==> src/rtl/spi_seq_ctrl_pkg.sv <==
// spi_seq_pkg: shared state encoding and SPI command-byte constants for the sensor sequencer.
package spi_seq_pkg;

    typedef enum logic [2:0] {
        IDLE,
        GAP,
        INIT_ADDR,
        INIT_DATA,
        RD_CMD,
        RD_BYTE,
        POLL
    } state_t;

    localparam int SPI_RD_BIT = 7;
    localparam int SPI_MB_BIT = 6;
    localparam logic [7:0] DUMMY_BYTE = 8'h00;

    function automatic logic [7:0] rd_cmd(input logic mb, input logic [5:0] addr);
        logic [7:0] b;
        b = {2'b00, addr};
        b[SPI_RD_BIT] = 1'b1;
        b[SPI_MB_BIT] = mb;
        return b;
    endfunction

endpackage

==> src/rtl/spi_seq_ctrl_timer.sv <==
// seq_timer: down-counter shared by the cs_n gap and poll interval; expired while the count is zero.
module seq_timer #(
    parameter int W = 10
) (
    input  logic         clk,
    input  logic         reset,
    input  logic         load,
    input  logic [W-1:0] load_val,
    output logic         expired
);

    logic [W-1:0] cnt;

    always_ff @(posedge clk or posedge reset) begin
        if (reset)
            cnt <= '0;
        else if (load)
            cnt <= load_val;
        else if (cnt != '0)
            cnt <= cnt - 1'b1;
    end

    assign expired = (cnt == '0);

endmodule

==> src/rtl/spi_seq_ctrl.sv <==
// spi_seq_ctrl: replays an init write table over a byte-level SPI engine, then polls a burst read
// and presents each completed burst as one sample word.
module spi_seq_ctrl
    import spi_seq_pkg::*;
#(
    parameter int          INIT_LEN  = 2,
    parameter int          BURST_LEN = 6,
    parameter logic [5:0]  READ_ADDR = 6'h32,
    parameter int          CS_GAP    = 2,
    parameter int          POLL_DIV  = 1000,
    localparam int         IW        = (INIT_LEN > 0) ? $clog2(INIT_LEN + 1) : 1
) (
    input  logic                   clk,
    input  logic                   reset,
    input  logic                   enable,
    output logic [IW-1:0]          init_idx,
    input  logic [15:0]            init_word,
    output logic                   byte_start,
    output logic [7:0]             tx_byte,
    input  logic                   byte_done,
    input  logic [7:0]             rx_byte,
    output logic                   cs_n,
    output logic [8*BURST_LEN-1:0] sample_data,
    output logic                   sample_valid,
    output logic                   init_done,
    output logic                   busy
);

    localparam int TW = $clog2(POLL_DIV + 1);
    localparam int BW = (BURST_LEN > 1) ? $clog2(BURST_LEN) : 1;
    localparam logic [7:0] RD_CMD_BYTE = rd_cmd(1'(BURST_LEN > 1), READ_ADDR);

    state_t                   state, target;
    logic                     enable_q;
    logic [BW-1:0]            byte_cnt;
    logic [8*BURST_LEN-1:0]   burst_q, sample_nxt;
    logic                     last_byte, timer_load, timer_exp;
    logic [TW-1:0]            timer_val;

    assign last_byte  = (byte_cnt == BW'(BURST_LEN - 1));
    assign timer_load = (state == IDLE && enable_q)
                      || (state == INIT_DATA && byte_done)
                      || (state == RD_BYTE && byte_done && last_byte);
    assign timer_val  = (state == RD_BYTE) ? TW'(POLL_DIV - 1) : TW'(CS_GAP - 1);

    // Final byte goes straight into the published word so partial bursts are never visible.
    always_comb begin
        sample_nxt = burst_q;
        sample_nxt[8*(BURST_LEN-1) +: 8] = rx_byte;
    end

    seq_timer #(.W(TW)) u_timer (
        .clk      (clk),
        .reset    (reset),
        .load     (timer_load),
        .load_val (timer_val),
        .expired  (timer_exp)
    );

    // enable is registered once, which sets the IDLE exit latency to CS_GAP+2 cycles.
    always_ff @(posedge clk or posedge reset) begin
        if (reset) begin
            state        <= IDLE;
            target       <= IDLE;
            enable_q     <= 1'b0;
            init_idx     <= '0;
            byte_cnt     <= '0;
            burst_q      <= '0;
            byte_start   <= 1'b0;
            tx_byte      <= 8'h00;
            cs_n         <= 1'b1;
            sample_data  <= '0;
            sample_valid <= 1'b0;
            init_done    <= 1'b0;
            busy         <= 1'b0;
        end else begin
            enable_q     <= enable;
            byte_start   <= 1'b0;
            sample_valid <= 1'b0;
            case (state)
                IDLE: if (enable_q) begin
                    state  <= GAP;
                    busy   <= 1'b1;
                    target <= (!init_done && INIT_LEN > 0) ? INIT_ADDR : RD_CMD;
                end
                GAP: if (timer_exp) begin
                    state      <= target;
                    byte_start <= 1'b1;
                    cs_n       <= 1'b0;
                    tx_byte    <= (target == INIT_ADDR) ? init_word[15:8] : RD_CMD_BYTE;
                end
                INIT_ADDR: if (byte_done) begin
                    state      <= INIT_DATA;
                    byte_start <= 1'b1;
                    tx_byte    <= init_word[7:0];
                end
                INIT_DATA: if (byte_done) begin
                    cs_n  <= 1'b1;
                    state <= enable_q ? GAP : IDLE;
                    busy  <= enable_q;
                    if (init_idx == IW'(INIT_LEN - 1)) begin
                        init_done <= 1'b1;
                        target    <= RD_CMD;
                    end else begin
                        init_idx <= init_idx + 1'b1;
                        target   <= INIT_ADDR;
                    end
                end
                RD_CMD: if (byte_done) begin
                    state      <= RD_BYTE;
                    byte_cnt   <= '0;
                    byte_start <= 1'b1;
                    tx_byte    <= DUMMY_BYTE;
                end
                RD_BYTE: if (byte_done) begin
                    burst_q[8*byte_cnt +: 8] <= rx_byte;
                    if (last_byte) begin
                        sample_data  <= sample_nxt;
                        sample_valid <= 1'b1;
                        cs_n         <= 1'b1;
                        state        <= enable_q ? POLL : IDLE;
                        busy         <= enable_q;
                    end else begin
                        byte_cnt   <= byte_cnt + 1'b1;
                        byte_start <= 1'b1;
                    end
                end
                POLL: if (!enable_q) begin
                    state <= IDLE;
                    busy  <= 1'b0;
                end else if (timer_exp) begin
                    state      <= RD_CMD;
                    byte_start <= 1'b1;
                    cs_n       <= 1'b0;
                    tx_byte    <= RD_CMD_BYTE;
                end
                default: state <= IDLE;
            endcase
        end
    end

endmodule

==> config.mk <==
export PLATFORM = sky130hd
export DESIGN_NAME = spi_seq_ctrl
export DESIGN_NICKNAME = d
export VERILOG_FILES = /design/src/rtl/spi_seq_ctrl_pkg.sv /design/src/rtl/spi_seq_ctrl_timer.sv /design/src/rtl/spi_seq_ctrl.sv
export SDC_FILE = /design/constraint.sdc
export NUM_CORES = 1
export LEC_CHECK = 0
export CORE_UTILIZATION = 45
export CTS_BUF_LIST = sky130_fd_sc_hd__clkbuf_4 sky130_fd_sc_hd__clkbuf_8
export DETAILED_ROUTE_END_ITERATION = 6
export PLACE_DENSITY = 0.75
export SETUP_SLACK_MARGIN = 0.2
export SLEW_MARGIN = 10
export SYNTH_ARGS = -nofsm -noshare
export SYNTH_HDL_FRONTEND = slang
export SYNTH_SLANG_ARGS = --single-unit
==> constraint.sdc <==
create_clock -name clk -period 3.5 [get_ports clk]
set_input_delay 0.35 -clock clk [delete_from_list [all_inputs] [get_ports clk]]
set_output_delay 0.35 -clock clk [all_outputs]
set_load 0.05 [all_outputs]
==> reports/results.env <==
RUN_STATUS='complete, but fails checks'
VIOLATIONS='design-rule violations'
WORSTMARGINPINSLEW_PS=943
SETUP-TNS-FINAL_PS=0
CP_COMMON_CELL='sky130_fd_sc_hd__ha_1'
P_LEAK_nW=3.10
CRITICAL_PATH.N_BUFFERS_INVERTERS=1
ANTENNA_LEFT=0
DETAIL_PLACEMENT_HPWL_UM=7730
SYNTH_EDF_COUNT=0
SYN_AREA_UM2=5410
DRT_ITER0_DRC=194
WORST-SETUP-PATH-TYPE='reg2reg'
GRT_PASS1_VIAS=3864
TOP_LEVEL_PORTS=91
NUMCLOCKSINKS=122
ROW_COUNT=39
MAXSLEWVIOLCOUNT=0
REQUIRED_TIME_AT_THE_WORST_SLACK_ENDPOINT_PS=3810
HOLD_VIOL=0
DRCVIOLATIONCOUNT=3
SYN_NETS=477
WORST-PATH-MAX-FANOUT=12
TIMING.REG2REG.WORST_PATH_DEPTH=6
AREA.GROWTH.SYNTH_TO_FINAL_PCT=26.3
GRT_ANTENNA_BEFORE_REPAIR=0
N_ANTENNA_CELL=0
SYNTH-SEQ-AREA-SHARE_PCT=56.5
CLKTRANSATPATHREGS_PS=80
PLACER_S_FINAL_ROUTABILITY_CONGESTION_ESTIMATE=0.793
DETAIL_ROUTE.FIRST_PASS.ITERATIONS=6
GLOBALROUTETOTALUTIL_PCT=19.9
FINALCRITPERIODSHARE_PCT=74.7
NUMBER_OF_WARNINGS_REPORTED_IN_THE_YOSYS_SYNTHESIS_LOG=0
CLOCK-SKEW-FINAL_PS=14.0
CLOCK_LATENCY_PS=440
YS_DOMINANT_REG_CELL='sky130_fd_sc_hd__dfrtp_1'
DIE_WIDTH_UM=112
CP_CELL_SEQUENCE='inv_1 -> ha_1 -> ha_1 -> nor4b_1 -> nand3_1 -> mux2_2'
NUM-NETS-FINAL=572
NETLIST-CELL-TYPE-COUNT=52
CORE_AREA_UM2=11600
SYNTH_TOP_CELLS_BY_AREA='sky130_fd_sc_hd__dfrtp_1 56%, sky130_fd_sc_hd__mux2_2 19%, sky130_fd_sc_hd__o21ai_0 2.8%'
FINALSETUPVIOLATIONS=0
ACHIEVABLE-FREQUENCY_MHz=382
FINALWIRELENGTH_UM=11500
IRDROPWORSTVDD_mV=0.498
WORST_PATH_MAX_DELAY_CELL='sky130_fd_sc_hd__nor4b_1'
CLK_ROOT_BUFFER_CELL='sky130_fd_sc_hd__clkbuf_8'
YS_ASYNC_SR_FRACTION_PCT=100
GRT_FIRST_PASS_WIRELENGTH_UM=19200
TIMING.MAX_CAP.VIOLATIONS=0
POWERDENSITY_nW_PER_UM2=709
RELSLEWSLACK_PCT=37.1
CTS-BUFFERS-INSERTED=17
GRT_MAX_DEGREE=123
CLOCK_TREE.HTREE_LEVEL_COUNT=4
FP.DIEAREA_UM2=12500
FINAL_LAYOUT_SIZE_SUFFIX_GT1_SHARE_PCT=26.0
CLK_PATH_BUF_DEPTH=2
COUNT_OF_PORT_BUFFERS_ADDED_DURING_PLACEMENT=90
POST_CTS_HOLD_BUFFER_COUNT=0
CRIT_ARRIVAL_PS=2930
POST_SYN_INSTANCES=443
SYNTHDOMINANTCELLAREASHARE_PCT=56.0
TIMING.CRITICAL_PATH.DEPTH=6
SYN_AREA_PER_CELL_UM2=12.2
ROUTED_WIRE_LENGTH_PER_INSTANCE_UM=16.6
WORSTHOLDPATHCELLS=1
TIMING.CRITICAL_PATH.MAX_DELAY_FAMILY='simple AND/OR/NAND/NOR gates'
VIAS=3760
SYNTH.FF_LATCH_COUNT=122
DETAILED_PLACE.AREA_UM2=6470
TRITONCTS_CLOCK_TREE='built'
FINAL_CORE_UTILIZATION_PCT=59.1
INITIAL_CORE_UTIL_PCT=46.8
CRITICAL-PATH-MAX-STAGE-DELAY_PS=490
GRT-OVFL-TOTAL=0
SYNTH_TOP_AREA_CELL='sky130_fd_sc_hd__dfrtp_1'
CP-START-KIND='flip-flop'
VIASPERCELL=5.42
DIEHEIGHT_UM=112
POST-ROUTE-CELL-AREA_UM2=6830
CRITICAL_PATH_SINK_TYPE='flip-flop'
RSZ0062_AT_GRT='false'
CTS_SETUP_BUFFERS=0
HOLDCRITPATHCLASS='in2reg'
CTS_RESIZED=0
FINAL.MIN_CLOCK_PERIOD_PS=2620
final timing paths:
check,start,to,slack [ps]
setup / recovery,byte_cnt[0],burst_q[16],880
hold reg to reg,burst_q[12],burst_q[12],480
max in group asynchronous,reset,u_timer.cnt[8],2570
hold / removal,enable,enable_q,350
setup reg to reg,byte_cnt[0],burst_q[16],880
min in group asynchronous,reset,sample_data[45],410
state kept, by name, indices dropped and copies added, names as in the netlist:
| register | cells |
|---|---|
| burst_q | 40 |
| state | 3 |
| busy | 1 |
| u_timer.cnt | 10 |
| cs_n | 1 |
| init_done | 1 |
| tx_byte | 8 |
| init_idx | 2 |
| enable_q | 1 |
| sample_data | 48 |
| byte_cnt | 3 |
| target | 2 |
| byte_start | 1 |
| sample_valid | 1 |
layer usage:
layer | GRT usage, % | wire (µm) | vias up | part of all wire, %
met2 | 31.8 | 5550 | 91 | 48
met4 | 9.55 | 210 | 0 | 1.8
met3 | 5.12 | 483 | 18 | 4.2
met1 | 25.4 | 5290 | 1886 | 46
li1 | - | - | 1765 | -
met5 | 0 | 0 | - | 0
metrics by stage:
stage	power, W	hold WS, ps	instances	worst slack (ps)
2_1_floorplan	0.00323	381	443	1300
3_3_place_gp	0.00366	460	662	1000
3_5_place_dp	0.00373	465	662	895
4_1_cts	0.00488	329	694	962
5_1_grt	0.00515	321	694	768
6_report	0.00484	351	694	884
power by group:
part | internal [W] | switching, W
Combinational | 0.000741 | 0.00106
Sequential | 0.00169 | 0.000231
Clock | 0.000521 | 0.000605
Total | 0.00295 | 0.00189
Yosys cell counts, drive strengths merged (4+ instances only):
cell type  count
nand2b         7
o22ai          4
dfrtp        121
a21oi          7
mux2i          4
o21ai         30
nor2b         12
ha             6
nor3           6
clkbuf        13
mux2          89
inv           16
nand3          8
buf            8
nor2          22
nand2         31
o31ai          5
cell type report:
cell class | instances | area, µm²
multi-input cells | 284 | 2210
repair buffers | 97 | 966
well taps | 143 | 179
clock inverters | 14 | 114
inverters | 16 | 63.8
fillers | 946 | 4730
flip-flops and latches | 122 | 3050
clock buffers | 18 | 248
cells in the final DEF (no fill, tap or decap), types with 3 or more instances in the layout:
master                            count
sky130_fd_sc_hd__a211oi_1             3
sky130_fd_sc_hd__a21oi_1              7
sky130_fd_sc_hd__a32oi_1              3
sky130_fd_sc_hd__and2_1               3
sky130_fd_sc_hd__buf_4                6
sky130_fd_sc_hd__clkbuf_8            18
sky130_fd_sc_hd__clkdlybuf4s50_1     90
sky130_fd_sc_hd__clkinvlp_4           6
sky130_fd_sc_hd__dfrtp_1            121
sky130_fd_sc_hd__ha_1                 6
sky130_fd_sc_hd__inv_1               14
sky130_fd_sc_hd__inv_6                3
sky130_fd_sc_hd__mux2_2              89
sky130_fd_sc_hd__mux2i_1              4
sky130_fd_sc_hd__nand2_1             31
sky130_fd_sc_hd__nand2b_1             7
sky130_fd_sc_hd__nand3_1              8
sky130_fd_sc_hd__nor2_1              22
sky130_fd_sc_hd__nor2b_1             12
sky130_fd_sc_hd__nor3_1               5
sky130_fd_sc_hd__o211ai_1             3
sky130_fd_sc_hd__o21a_1               3
sky130_fd_sc_hd__o21ai_0             30
sky130_fd_sc_hd__o22ai_1              3
sky130_fd_sc_hd__o31ai_1              5
sky130_fd_sc_hd__xnor2_1              3
sky130_fd_sc_hd__xor2_1               3
cell families after synthesis:
kind of cell / after synthesis / synth area share [%]
multiplexers: 93 / 19.3
flip-flops: 122 / 56.5
XOR/XNOR: 6 / 0.972
buffers and inverters: 37 / 2.75
adder cells (fa/ha/maj): 7 / 1.57
AND/OR/NAND/NOR: 109 / 10.8
AO/OA/AOI/OAI: 69 / 8.23
Note: power is estimated with default switching activity, not from simulation.
